$ cat src/rtl/fft_pkg.sv
// fft_pkg: shared constants, sample layout and helpers for the FFT readout path.
// A RAM word is {re[31:16], im[15:0]}, both two's complement.
package fft_pkg;

  localparam int FFT_N      = 4096;
  localparam int FFT_ADDR_W = 12;

  typedef struct packed {
    logic signed [15:0] re;
    logic signed [15:0] im;
  } fft_sample_t;

  typedef logic [31:0] fft_pwr_t;

  // Mirror an address end-for-end; used when the FFT core leaves bins bit-reversed.
  function automatic logic [FFT_ADDR_W-1:0] fft_bitrev(input logic [FFT_ADDR_W-1:0] addr);
    logic [FFT_ADDR_W-1:0] rev;
    rev = '0;
    for (int i = 0; i < FFT_ADDR_W; i++) begin
      rev[i] = addr[FFT_ADDR_W-1-i];
    end
    return rev;
  endfunction

  // re^2 + im^2. Each square is at most 2^30, so the sum is at most 2^31 and
  // always fits an unsigned 32-bit result without saturation.
  function automatic fft_pwr_t fft_power(input fft_sample_t s);
    logic signed [31:0] re_x;
    logic signed [31:0] im_x;
    logic signed [31:0] re_sq;
    logic signed [31:0] im_sq;
    re_x  = {{16{s.re[15]}}, s.re};
    im_x  = {{16{s.im[15]}}, s.im};
    re_sq = re_x * re_x;
    im_sq = im_x * im_x;
    return $unsigned(re_sq) + $unsigned(im_sq);
  endfunction

endpackage

$ cat src/rtl/fft_unload_fifo.sv
// fft_unload_fifo: two-entry synchronous FIFO holding unpacked bins
// ({sample, pwr, bin, last} flattened by the caller). The head entry is
// presented combinationally from storage, so it is stable until popped.
module fft_unload_fifo #(
  parameter int WIDTH = 8
) (
  input  logic             clk,
  input  logic             reset,
  input  logic             push,
  input  logic             pop,
  input  logic [WIDTH-1:0] wdata,
  output logic [WIDTH-1:0] rdata,
  output logic [1:0]       count,
  output logic             empty
);

  logic [WIDTH-1:0] mem [2];
  logic             wr_ptr;
  logic             rd_ptr;
  logic             do_push;
  logic             do_pop;

  // A pop on an empty FIFO is dropped; a push into a full FIFO only lands
  // if the head leaves in the same cycle.
  assign do_pop  = pop && (count != 2'd0);
  assign do_push = push && ((count != 2'd2) || do_pop);
  assign rdata   = mem[rd_ptr];
  assign empty   = (count == 2'd0);

  // Storage, pointers and occupancy; simultaneous push and pop keep the count.
  always_ff @(posedge clk or negedge reset) begin
    if (!reset) begin
      mem[0] <= '0;
      mem[1] <= '0;
      wr_ptr <= 1'b0;
      rd_ptr <= 1'b0;
      count  <= 2'd0;
    end else begin
      if (do_push) begin
        mem[wr_ptr] <= wdata;
        wr_ptr      <= ~wr_ptr;
      end
      if (do_pop) begin
        rd_ptr <= ~rd_ptr;
      end
      if (do_push && !do_pop) begin
        count <= count + 2'd1;
      end else if (do_pop && !do_push) begin
        count <= count - 2'd1;
      end
    end
  end

endmodule

$ cat src/rtl/fft_unloader.sv
// fft_unloader: walks the FFT result RAM after fft_4096 finishes, unpacks each
// word, computes re^2+im^2 and streams bins over valid/ready with index and
// last flag. Reads are credit-limited so nothing is lost under backpressure.
// Optional feature: define FFT_UNLOADER_BITREV_EN to read the RAM in
// bit-reversed address order while still emitting bins in natural order
// (that path uses fft_pkg::fft_bitrev, so ADDR_W must equal FFT_ADDR_W).
module fft_unloader
  import fft_pkg::*;
#(
  parameter int N_POINTS = FFT_N,
  parameter int ADDR_W   = FFT_ADDR_W,
  parameter int DATA_W   = 32
) (
  input  logic              clk,
  input  logic              reset,
  input  logic              start,
  output logic              busy,
  output logic              done,
  output logic              ram_rd_en,
  output logic [ADDR_W-1:0] ram_addr,
  input  logic [DATA_W-1:0] ram_rdata,
  output logic              out_valid,
  input  logic              out_ready,
  output logic [15:0]       out_re,
  output logic [15:0]       out_im,
  output logic [31:0]       out_pwr,
  output logic [ADDR_W-1:0] out_bin,
  output logic              out_last
);

  typedef enum logic [1:0] {
    IDLE,
    RUN,
    DRAIN,
    DONE
  } state_t;

  localparam int                ENTRY_W  = 32 + 32 + ADDR_W + 1;
  localparam logic [ADDR_W-1:0] LAST_BIN = ADDR_W'(N_POINTS - 1);

  state_t              state;
  logic [ADDR_W-1:0]   rd_cnt;
  logic                fly;
  logic [ADDR_W-1:0]   fly_bin;
  logic [1:0]          fifo_count;
  logic                fifo_empty;
  logic                fifo_pop;
  logic [2:0]          pending;
  fft_sample_t         rd_sample;
  logic [ENTRY_W-1:0]  push_entry;
  logic [ENTRY_W-1:0]  head_entry;

  // Bins held or on their way: FIFO entries plus the read in flight, less
  // the head leaving this cycle. Issuing only below two keeps the FIFO from
  // overflowing while still sustaining one bin per cycle with out_ready high.
  assign pending   = {1'b0, fifo_count} + {2'b00, fly} - {2'b00, fifo_pop};
  assign ram_rd_en = (state == RUN) && (pending < 3'd2);

`ifdef FFT_UNLOADER_BITREV_EN
  assign ram_addr = fft_bitrev(rd_cnt);
`else
  assign ram_addr = rd_cnt;
`endif

  assign rd_sample  = ram_rdata[31:0];
  assign push_entry = {rd_sample, fft_power(rd_sample), fly_bin, (fly_bin == LAST_BIN)};

  assign out_valid = !fifo_empty;
  assign fifo_pop  = out_valid && out_ready;
  assign {out_re, out_im, out_pwr, out_bin, out_last} = head_entry;

  // Control FSM: accepts start in IDLE only, steps the read counter without
  // wrapping, waits for the last handshake, then pulses done for one cycle.
  always_ff @(posedge clk or negedge reset) begin
    if (!reset) begin
      state  <= IDLE;
      busy   <= 1'b0;
      done   <= 1'b0;
      rd_cnt <= '0;
    end else begin
      done <= 1'b0;
      case (state)
        IDLE: begin
          if (start) begin
            state  <= RUN;
            busy   <= 1'b1;
            rd_cnt <= '0;
          end
        end
        RUN: begin
          if (ram_rd_en) begin
            if (rd_cnt == LAST_BIN) begin
              state <= DRAIN;
            end else begin
              rd_cnt <= rd_cnt + 1'b1;
            end
          end
        end
        DRAIN: begin
          if (fifo_pop && out_last) begin
            state <= DONE;
            busy  <= 1'b0;
            done  <= 1'b1;
          end
        end
        DONE: begin
          state  <= IDLE;
          rd_cnt <= '0;
        end
        default: begin
          state <= IDLE;
        end
      endcase
    end
  end

  // Track the read issued last cycle; its data arrives now and is pushed
  // together with the bin index it was issued for.
  always_ff @(posedge clk or negedge reset) begin
    if (!reset) begin
      fly     <= 1'b0;
      fly_bin <= '0;
    end else begin
      fly     <= ram_rd_en;
      fly_bin <= rd_cnt;
    end
  end

  fft_unload_fifo #(
    .WIDTH(ENTRY_W)
  ) u_fifo (
    .clk   (clk),
    .reset (reset),
    .push  (fly),
    .pop   (fifo_pop),
    .wdata (push_entry),
    .rdata (head_entry),
    .count (fifo_count),
    .empty (fifo_empty)
  );

endmodule

$ cat config.mk
export PLATFORM = sky130hd
export DESIGN_NAME = fft_unloader
export DESIGN_NICKNAME = d
export VERILOG_FILES = /design/src/rtl/fft_pkg.sv /design/src/rtl/fft_unload_fifo.sv /design/src/rtl/fft_unloader.sv
export SDC_FILE = /design/constraint.sdc
export NUM_CORES = 2
export LEC_CHECK = 0
export ABC_AREA = 1
export CAP_MARGIN = 20
export CELL_PAD_IN_SITES_DETAIL_PLACEMENT = 1
export CELL_PAD_IN_SITES_GLOBAL_PLACEMENT = 2
export CORE_AREA = 2 2 263 265
export DETAILED_ROUTE_END_ITERATION = 6
export DIE_AREA = 0 0 265 267
export PLACE_DENSITY = 0.93
export SLEW_MARGIN = 10
export SYNTH_ARGS = -nofsm -noshare
export SYNTH_HDL_FRONTEND = slang
export SYNTH_SLANG_ARGS = --single-unit
$ cat constraint.sdc
create_clock -name clk -period 3.1 [get_ports clk]
set_clock_uncertainty 0.05 [all_clocks]
set_input_delay 0.465 -clock clk [delete_from_list [all_inputs] [get_ports clk]]
set_output_delay 0.465 -clock clk [all_outputs]
set_load 0.05 [all_outputs]
==> qor.csv <==
stage;metric;value;unit
status;status;finished, violations left;
status;violations;hold timing, setup timing;
layout;mostFrequentLayoutCells;inv_1 (673), nand2_1 (655), buf_4 (466);
setup_path;crit_required;3400;ps
setup_path;critPathSlowestCell;fa_1;
setup_path;critPathTopFamily;adder cells;
floorplan;std_cell_rows;96;
cts;cts.sinks;187;
floorplan;fp.dieArea;0.07076;mm²
global_route;grtUsageTotal;0.3066;
sta;setup_viol;56;
layout;final.fill_count;7584;
detailed_routing;drc_errors;0;
placement;portBuffers;128;
floorplan;fp.dieW;265;µm
setup_path;timing.rr.end;ram_addr[8];
synthesis;yosys_warnings;0;
sta;rsz0062_at_grt;true;
floorplan;dieHeight;267;µm
min_path;hold_path_class;in -> async;
setup_path;cpMostUsedCell;fa_1;
cts;clockRootBuffer;clkbuf_16;
floorplan;ios;129;
cts;cts_max_path_buffers;2;
sta;holdWs;-37.36;ps
setup_path;worstRegToRegCells;17;
cts;cts_tree;built;
cts;cts_hold_buf;0;
cts;numCtsBuffers;17;
setup_path;cp-start-kind;input pin;
detailed_routing;drt_iter0_markers;2362;
flow_run;cap_violations;0;
setup_path;setup.worst_path.class;in -> reg;
setup_path;cp_max_fo;8;
sta;period_minus_slack;7292;ps
placement;gp_congestion;0.8706;
detailed_routing;routed-via-count;25490;
setup_path;cp.arrival;7590;ps
cts;htree_levels;4;
sta;finalHoldViolCount;2;
floorplan;core;0.06799;mm²
setup_path;rrSetupSlack;80;ps
synthesis;syn_area_per_cell;8.532;µm²
synthesis;synth_nets;3793;
cts;insertion_delay;470;ps
sta;worstMarginPinSlew;810.8;ps
detailed_routing;wirelength;129.6;mm
setup_path;crit_buf_inv;12;
detailed_routing;drt_pass1_iterations;5;
sta;setup_slack;-4192;ps
cts;cts.clk_slew.worst_paths;90;ps
synthesis;synth_cells;3081;
floorplan;start_util;0.3866;
synthesis;synth_top_flop_cell;dfrtp_1;
synthesis;syn_area;0.02629;mm²
sta;slew_headroom;0.4595;
setup_path;end_kind;register;
layout;syn2layout_area_growth;39.68;%
detailed_routing;routedWlPerCell;28.38;µm
setup_path;critPathMaxStageDelay;730;ps
synthesis;synth_edf_count;0;
sta;fmax;137.1;MHz
global_route;grt_pass1_vias;28060;
global_route;grt_max_degree;89;
global_route;overflow;0;
synthesis;ys_seq_area_frac;0.1780;
sta;period_share;2.352;
global_route;grt_pass1_wl;162.7;mm
layout;layout_commonest_cell;inv_1;
layout;nets;4380;
synthesis;async_reset_ff_frac;1.000;
setup_path;r2r_start;u_fifo.count[1];
synthesis;synth_seq_cells;187;
placement;dp_hpwl;70.00;mm
sta;drv_slew;0;
detailed_routing;vias_per_cell;5.582;
global_route;antenna_found_initial;5;
synthesis;synth.distinct_cells;45;
sta;tns;-195130;ps
detailed_routing;ant_nets;0;
layout;layout-drive-gt1-share;0.3551;
[synthesized netlist by cell type (6+ instances only)]
master,number,area share
a21oi_1,44,0.0084
buf_1,7,0.0010
buf_2,9,0.0017
buf_6,6,0.0026
clkbuf_1,88,0.013
dfrtp_1,187,0.18
fa_1,521,0.40
ha_1,155,0.074
inv_1,848,0.12
nand2_1,787,0.11
nand3_1,59,0.011
nand3b_1,11,0.0031
nand4_1,12,0.0029
nor2_1,79,0.011
nor3_1,10,0.0019
nor4_1,6,0.0014
o21ai_0,134,0.026
o21ai_1,23,0.0044
o21bai_1,6,0.0017
or2_2,8,0.0019
xnor2_1,14,0.0047
xor2_1,23,0.0077
[state kept, by name, summed over array words and instances (netlist names)]
register and count:
u_fifo.mem 154, state 2, fly_bin 12, done 1, u_fifo.wr_ptr 1, busy 1, u_fifo.count 2, u_fifo.rd_ptr 1
fly 1, ram_addr 12
[how the worst max path moves through the flow]
stage / start / end / slack, ps / cells past startpoint
4_1_cts: ram_rdata[15] / u_fifo.mem[119] / -3500 / 29
5_1_grt: ram_rdata[31] / u_fifo.mem[113] / -4370 / 29
2_1_floorplan: ram_rdata[31] / u_fifo.mem[119] / -3310 / 28
6_report: ram_rdata[31] / u_fifo.mem[41] / -4190 / 29
3_3_place_gp: ram_rdata[15] / u_fifo.mem[117] / -4330 / 26
3_5_place_dp: ram_rdata[15] / u_fifo.mem[117] / -4560 / 26
[final cells by class]
class / count / area, µm² / share of cell area
Sequential cell: 187 / 4684 / 0.1276
Multi-Input combinational cell: 1927 / 20500 / 0.5582
Tap cell: 882 / 1104 / 0.03006
Clock buffer: 17 / 425.4 / 0.01159
Antenna cell: 3 / 7.507 / 0.0002045
Clock inverter: 15 / 188.9 / 0.005146
Inverter: 853 / 3253 / 0.08860
Timing Repair Buffer: 681 / 6554 / 0.1785
Timing Repair inverter: 1 / 3.754 / 0.0001022
[worst reg2reg max path, stage by stage (launching register included)]
cell     delay [ps]
dfrtp_2         420
inv_2            70
nand2_2          70
nand2_2          60
inv_1            60
ha_1            270
inv_1            70
nand2_1          70
fa_2            370
xnor2_2         150
nand2_2         110
buf_4           160
a21oi_4         160
nand3_4         140
nor2_4          240
nand3_2         110
xor2_1          260
nor2_1           70
[kinds of logic after synthesis]
| family | count (synthesis) | share of synthesized area |
|---|---|---|
| fa+ha+maj | 676 | 0.4706 |
| compound gates | 227 | 0.04641 |
| other cells | 1 | 0.0001427 |
| simple gates | 986 | 0.1516 |
| buf+inv | 967 | 0.1409 |
| xor+xnor | 37 | 0.01233 |
| flops | 187 | 0.1780 |
[routing by layer]
metal	vias to the layer above	routed length (µm)	track usage
met5	-	23	0
met4	4	14500	0.2147
met3	917	10320	0.05342
met2	1672	62550	0.5518
met1	12850	42180	0.3267
li1	10040	-	-
[stage by stage]
stage	cell area [µm²]	setup WS (ps)	std cells	utilization	hold slack, ps
finish	36720	-4192	4566	0.5401	-37.36
detailed placement	31710	-4563	4343	0.4664	402.0
global placement	31710	-4327	4343	0.4664	390.7
floorplan	27360	-3311	3081	-	119.4
global route	36710	-4373	4563	0.5400	13.81
CTS	35300	-3498	4509	0.5192	24.39
[what timing repair did]
item | CTS | global route
pin swaps | 258 | 209
buffers inserted | 125 | 72
gates resized for setup | 625 | 333
endpoints found under the setup margin | 59 | 67
gates cloned | 14 | 0
Power is not shown: default switching activity piles up to over one toggle a cycle in this logic, so the estimate is an artifact.
